<file path="src/rtl/uart_term_bridge.sv">
// UART RX stream -> LCD text controller bridge: buffers bytes, classifies them into
// putchar/clearhome pulses paced by the controller's busy flag, and optionally echoes them.
module uart_term_bridge #(
  parameter int          FIFO_DEPTH = 16,
  parameter bit          ECHO_EN    = 1'b1,
  parameter logic [7:0]  CLEAR_CHAR = 8'h0C,
  parameter int          GUARD      = 2
) (
  input  logic                            i_clk,
  input  logic                            i_rst_n,
  input  logic [7:0]                      s_axis_tdata,
  input  logic                            s_axis_tvalid,
  output logic                            s_axis_tready,
  output logic [7:0]                      m_axis_tdata,
  output logic                            m_axis_tvalid,
  input  logic                            m_axis_tready,
  input  logic                            i_flush,
  input  logic                            i_busy,
  output logic                            o_putchar,
  output logic                            o_clearhome,
  output logic [7:0]                      o_char,
  output logic [$clog2(FIFO_DEPTH):0]     o_level
);

  localparam int AW = $clog2(FIFO_DEPTH);
  localparam int LW = AW + 1;
  localparam int GW = $clog2(GUARD + 1);

  typedef enum logic [1:0] {IDLE, ISSUE, GUARD_WAIT, BUSY_WAIT} state_t;
  typedef enum logic [1:0] {CLS_DROP, CLS_PUT, CLS_CLR} cls_t;

  state_t         state, state_nx;
  logic [LW-1:0]  wptr, rptr;
  logic [7:0]     mem [FIFO_DEPTH];
  logic [7:0]     head;
  logic [GW-1:0]  gcnt;
  logic           rdy_en;
  logic           full, empty, echo_ok, wr, pop;
  logic           put_d, clr_d;
  cls_t           cls;

  function automatic cls_t classify(input logic [7:0] b);
    if (b == CLEAR_CHAR)                                    return CLS_CLR;
    if ((b >= 8'h20 && b <= 8'h7E) || b == 8'h08 ||
        b == 8'h0A || b == 8'h0D)                           return CLS_PUT;
    return CLS_DROP;
  endfunction

  // Keeps tready low for the first cycle after reset release.
  always_ff @(posedge i_clk or negedge i_rst_n)
    if (!i_rst_n) rdy_en <= 1'b0;
    else          rdy_en <= 1'b1;

  assign o_level       = wptr - rptr;
  assign full          = (o_level == LW'(FIFO_DEPTH));
  assign empty         = (wptr == rptr);
  assign echo_ok       = !ECHO_EN || !m_axis_tvalid || m_axis_tready;
  assign s_axis_tready = rdy_en && !full && !i_flush && echo_ok;
  assign wr            = s_axis_tvalid && s_axis_tready;
  assign pop           = (state == IDLE) && !empty && !i_busy && !i_flush;

  always_ff @(posedge i_clk or negedge i_rst_n)
    if (!i_rst_n) begin
      wptr <= '0;
      rptr <= '0;
    end else if (i_flush) begin
      wptr <= '0;
      rptr <= '0;
    end else begin
      if (wr)  wptr <= wptr + LW'(1);
      if (pop) rptr <= rptr + LW'(1);
    end

  always_ff @(posedge i_clk)
    if (wr) mem[wptr[AW-1:0]] <= s_axis_tdata;

  always_ff @(posedge i_clk or negedge i_rst_n)
    if (!i_rst_n)  head <= '0;
    else if (pop)  head <= mem[rptr[AW-1:0]];

  generate
    if (ECHO_EN) begin : g_echo
      logic [7:0] echo_data;
      logic       echo_vld;
      always_ff @(posedge i_clk or negedge i_rst_n)
        if (!i_rst_n) begin
          echo_data <= '0;
          echo_vld  <= 1'b0;
        end else if (wr) begin
          echo_data <= s_axis_tdata;
          echo_vld  <= 1'b1;
        end else if (echo_vld && m_axis_tready) begin
          echo_vld  <= 1'b0;
        end
      assign m_axis_tdata  = echo_data;
      assign m_axis_tvalid = echo_vld;
    end else begin : g_no_echo
      assign m_axis_tdata  = '0;
      assign m_axis_tvalid = 1'b0;
    end
  endgenerate

  assign cls = classify(head);

  always_ff @(posedge i_clk or negedge i_rst_n)
    if (!i_rst_n) state <= IDLE;
    else          state <= state_nx;

  // Guard counter holds off busy sampling until the controller has seen the pulse.
  always_ff @(posedge i_clk or negedge i_rst_n)
    if (!i_rst_n)                 gcnt <= '0;
    else if (state == GUARD_WAIT) gcnt <= gcnt + GW'(1);
    else                          gcnt <= '0;

  always_comb begin
    state_nx = state;
    case (state)
      IDLE:       if (pop) state_nx = ISSUE;
      ISSUE:      state_nx = (cls == CLS_DROP) ? IDLE : GUARD_WAIT;
      GUARD_WAIT: if (gcnt == GW'(GUARD - 1)) state_nx = BUSY_WAIT;
      BUSY_WAIT:  if (!i_busy) state_nx = IDLE;
      default:    state_nx = IDLE;
    endcase
  end

  always_comb begin
    put_d = 1'b0;
    clr_d = 1'b0;
    if (state == ISSUE) begin
      put_d = (cls == CLS_PUT);
      clr_d = (cls == CLS_CLR);
    end
  end

  always_ff @(posedge i_clk or negedge i_rst_n)
    if (!i_rst_n) begin
      o_putchar   <= 1'b0;
      o_clearhome <= 1'b0;
      o_char      <= '0;
    end else begin
      o_putchar   <= put_d;
      o_clearhome <= clr_d;
      if (put_d) o_char <= head;
    end

endmodule

</file>
<file path="config.mk">
export PLATFORM = sky130hd
export DESIGN_NAME = uart_term_bridge
export DESIGN_NICKNAME = d
export VERILOG_FILES = /design/src/rtl/uart_term_bridge.sv
export SDC_FILE = /design/constraint.sdc
export NUM_CORES = 1
export LEC_CHECK = 0
export CAP_MARGIN = 10
export CORE_MARGIN = 3
export CORE_UTILIZATION = 43
export CTS_BUF_LIST = sky130_fd_sc_hd__clkbuf_4 sky130_fd_sc_hd__clkbuf_8
export CTS_CLUSTER_DIAMETER = 150
export DETAILED_ROUTE_END_ITERATION = 16
export GPL_ROUTABILITY_DRIVEN = 0
export HOLD_SLACK_MARGIN = 0.06
export SLEW_MARGIN = 25
export SYNTH_ARGS = -nofsm -noshare
export SYNTH_HDL_FRONTEND = slang
export SYNTH_SLANG_ARGS = --single-unit
</file>
<file path="constraint.sdc">
create_clock -name i_clk -period 4.16 [get_ports i_clk]
set_input_delay 1.248 -clock i_clk [delete_from_list [all_inputs] [get_ports i_clk]]
set_output_delay 1.248 -clock i_clk [all_outputs]
set_load 0.02 [all_outputs]
</file>
==> summary.md <==
| Metric | Value |
|---|---|
| Clock tree buffer depth | `2` |
| Crit path max-delay family | `simple AND/OR/NAND/NOR gates` |
| Share of layout cells above drive strength 1 | `22.0%` |
| Post-Synth Simple-Gate Area | `6.34%` |
| HPWL after DPL | `8680 um` |
| Reg2reg setup slack | `1080 ps` |
| Post-synthesis mux area share | `15.3%` |
| Initial DRC count | `232` |
| Seq cells post-synth | `170` |
| Number of flops mapped to enable cells by yosys | `128` |
| Adder and majority gate portion of the synthesized area | `2.10%` |
| Final period util | `94.5%` |
| Prevailing post-synth register cell | `edfxtp_1` |
| Antenna Nets Post-Route | `0` |
| Final core occ | `51.7%` |
| Die height | `133 um` |
| Fill count | `1258` |
| Maximum vdd ir drop | `292 uV` |
| Ant diodes | `0` |
| Commonest non-fill, non-tap cell in the layout | `edfxtp_1` |
| Max_cap viols | `0` |
| Post-Place Cell Area | `7540 um2` |
| Power density cells | `519 nW/um2` |
| Worst-Margin Slew | `723 ps` |
| Global route total overflow | `0` |
| Fin area | `8000 um2` |
| R2R Path Start | `wptr[0]` |
| F_max | `0.254 GHz` |
| Worst Hold Class | `register to register` |
| Worst Skew | `9.94 ps` |
| Crit path time final | `3930 ps` |
| Root Driver | `clkbuf_8` |
| WP depth | `9` |
| Clock transition at path regs | `90 ps` |
| Number of global-route vias before repair | `3667` |
| Clock sinks | `170` |
| Initial Util | `44.6%` |
| Startpoint Class | `register` |
| WHS Path Cells | `1` |
| Leak Pwr | `0.00291 uW` |
| Met2 Wirelength | `6630 um` |
| CP Capture Type | `output port` |
| Largest family of logic cells by synthesized area | `multiplexers` |
| CP required | `2910 ps` |
| Termination of the worst setup path | `s_axis_tready` |
| RSZ-0062 raised after global routing | `false` |
| Netlist cell types | `43` |
| Outcome | `complete, no violations` |
| # port buffers | `38` |
| DRT Pass-1 Iters | `4` |
| Initial antenna violation count | `0` |
| Die W | `133 um` |
| Synth async-reset ratio | `24.7%` |
| Layout Nets | `463` |
| Compound-cell area share of the yosys netlist | `2.92%` |
| Total Routing Usage GR | `16.5%` |
| Met1 WL | `6400 um` |
| Final count of hold timing violations | `0` |
| Post-DR vias/cell | `5.37` |
| Hold buffer count at CTS | `0` |
| First-pass GRT wire length | `21700 um` |
| # H-tree levels | `4` |
| Synthesis-to-finish area growth | `15.8%` |
| Final setup vio count | `0` |
| Met3 wire length | `441 um` |
| # IOs | `39` |
| Post-Synth XOR/XNOR Area | `1.01%` |
| R2r endpoint | `mem[1][7]` |
| Crit path buf inv count | `2` |
| Syn avg cell area | `17.8 um2` |
| Setup TNS | `0 ps` |
| Maximum fanout along the worst path | `3` |
| Latest clock arrival within the worst-skew pair | `450 ps` |
| Cells along the critical path | `inv_1 > ha_1 > fa_1 > nand2b_1 > a21oi_1 > xor2_1 > and3_1 > nor4bb_2 > buf_2` |
| CP peak stage delay | `410 ps` |
| CTS Buf Count | `17` |
| Vias | `3554` |
| Slew Limit Headroom | `51.8%` |
| Syn Std Cell Area | `6910 um2` |
| Ys Warns | `0` |
| Most frequent cells in the layout | `edfxtp_1 (128), dfrtp_1 (41), clkdlybuf4s50_1 (35)` |
| Core Box Area | `15500 um2` |
| Critical Path Start | `wptr[0]` |
| Largest net degree at the start of global routing | `43` |
| Data arrival time of the critical path | `2680 ps` |
| Register area share after synthesis | `70.9%` |
| Synth Net Count | `413` |
| R2R cell count | `8` |
| Post-Syn Instances | `388` |
| Slew Viols, Final | `0` |
| Drt drc | `0` |
| Critical path type | `register to output port` |
| Routed wire per std cell | `20.6 um` |
| Cell row count | `45` |
| Die area | `17600 um2` |
| Uppermost layer routed | `met4` |
| CTS tree | `yes` |
| CP max-delay cell | `fa_1` |
| WL final | `13600 um` |
==> layout make-up <==
type	count	area, um2	area share, %
Inverter	10	37.5	0.469
Tap cell	211	264	3.30
Clock inverter	13	190	2.38
Clock buffer	19	262	3.27
Multi-Input combinational cell	193	1920	24.0
Sequential cell	170	4900	61.2
Timing Repair Buffer	46	435	5.44
==> power by group <==
group	switching, uW	internal [uW]	leakage [uW]
logic	408	410	0.00101
registers	95.5	1950	0.00169
clock network	601	690	0.000215
==> worst min-delay path by stage <==
stage | startpoint | end | slack (ps)
after floorplan | gcnt[0] | gcnt[0] | 410
after global placement | gcnt[0] | gcnt[0] | 420
after detailed placement | gcnt[0] | gcnt[0] | 430
after CTS | gcnt[0] | gcnt[0] | 440
after global routing | gcnt[0] | gcnt[0] | 470
final | gcnt[0] | gcnt[0] | 440
==> per-stage QoR <==
stage	std cells	hold slack, ps	power [uW]	worst slack (ps)
after detailed placement	629	430	2910	145
after CTS	662	443	4200	102
after floorplan	388	409	2600	282
after global routing	662	468	4350	70.4
after global placement	629	419	2890	185
final	662	437	4150	229
==> registers in the layout (all words and copies together), names as in the netlist, 2 cells and up, named ones only <==
signal	count
mem	128
head	8
m_axis_tdata	8
o_char	8
rptr	5
wptr	5
gcnt	2
==> synth_stat cells (2+ instances only) <==
master    number  area (um2)
edfxtp_1     128        3840
dfrtp_1       42        1050
mux4_2        32         721
nand2_1       22        82.6
mux2_2        18         203
and3_1        17         106
nor2_1        16        60.1
mux2i_1       13         130
ha_1          10         125
a21oi_1        9        45.0
inv_1          9        33.8
nand2b_1       8        50.1
clkbuf_1       7        26.3
buf_2          6        30.0
o221ai_1       6        52.6
xnor2_1        6        52.6
nand4_1        4        25.0
o21ai_0        4        20.0
nand3_1        3        15.0
nor2b_1        3        18.8
buf_1          2        7.51
xor2_1         2        17.5
==> repair_timing <==
| action | in CTS | in global routing |
|---|---|---|
| endpoints found under the hold margin | 0 | 0 |
| setup buffers | 1 | 0 |
| endpoints found under the setup margin | 2 | 2 |
| gates resized for setup | 4 | 3 |
| cloned | 0 | 0 |
==> per-layer routing <==
| layer | global-route usage, % | up-vias |
|---|---|---|
| li1 | - | 1614 |
| met1 | 23.1 | 1868 |
| met2 | 26.3 | 63 |
| met3 | 3.54 | 9 |
| met4 | 5.20 | 0 |
| met5 | 0 | - |
==> kinds of logic after synthesis <==
| group | Yosys count |
|---|---|
| AOI/OAI and AO/OA | 26 |
| muxes | 63 |
| DFF | 170 |
| other | 1 |
| and+or+nand+nor | 84 |
| adders and majority gates | 11 |
| buffers and inverters | 25 |
| xor gates and xnor gates | 8 |
Note: power is estimated with default switching activity, not from simulation.
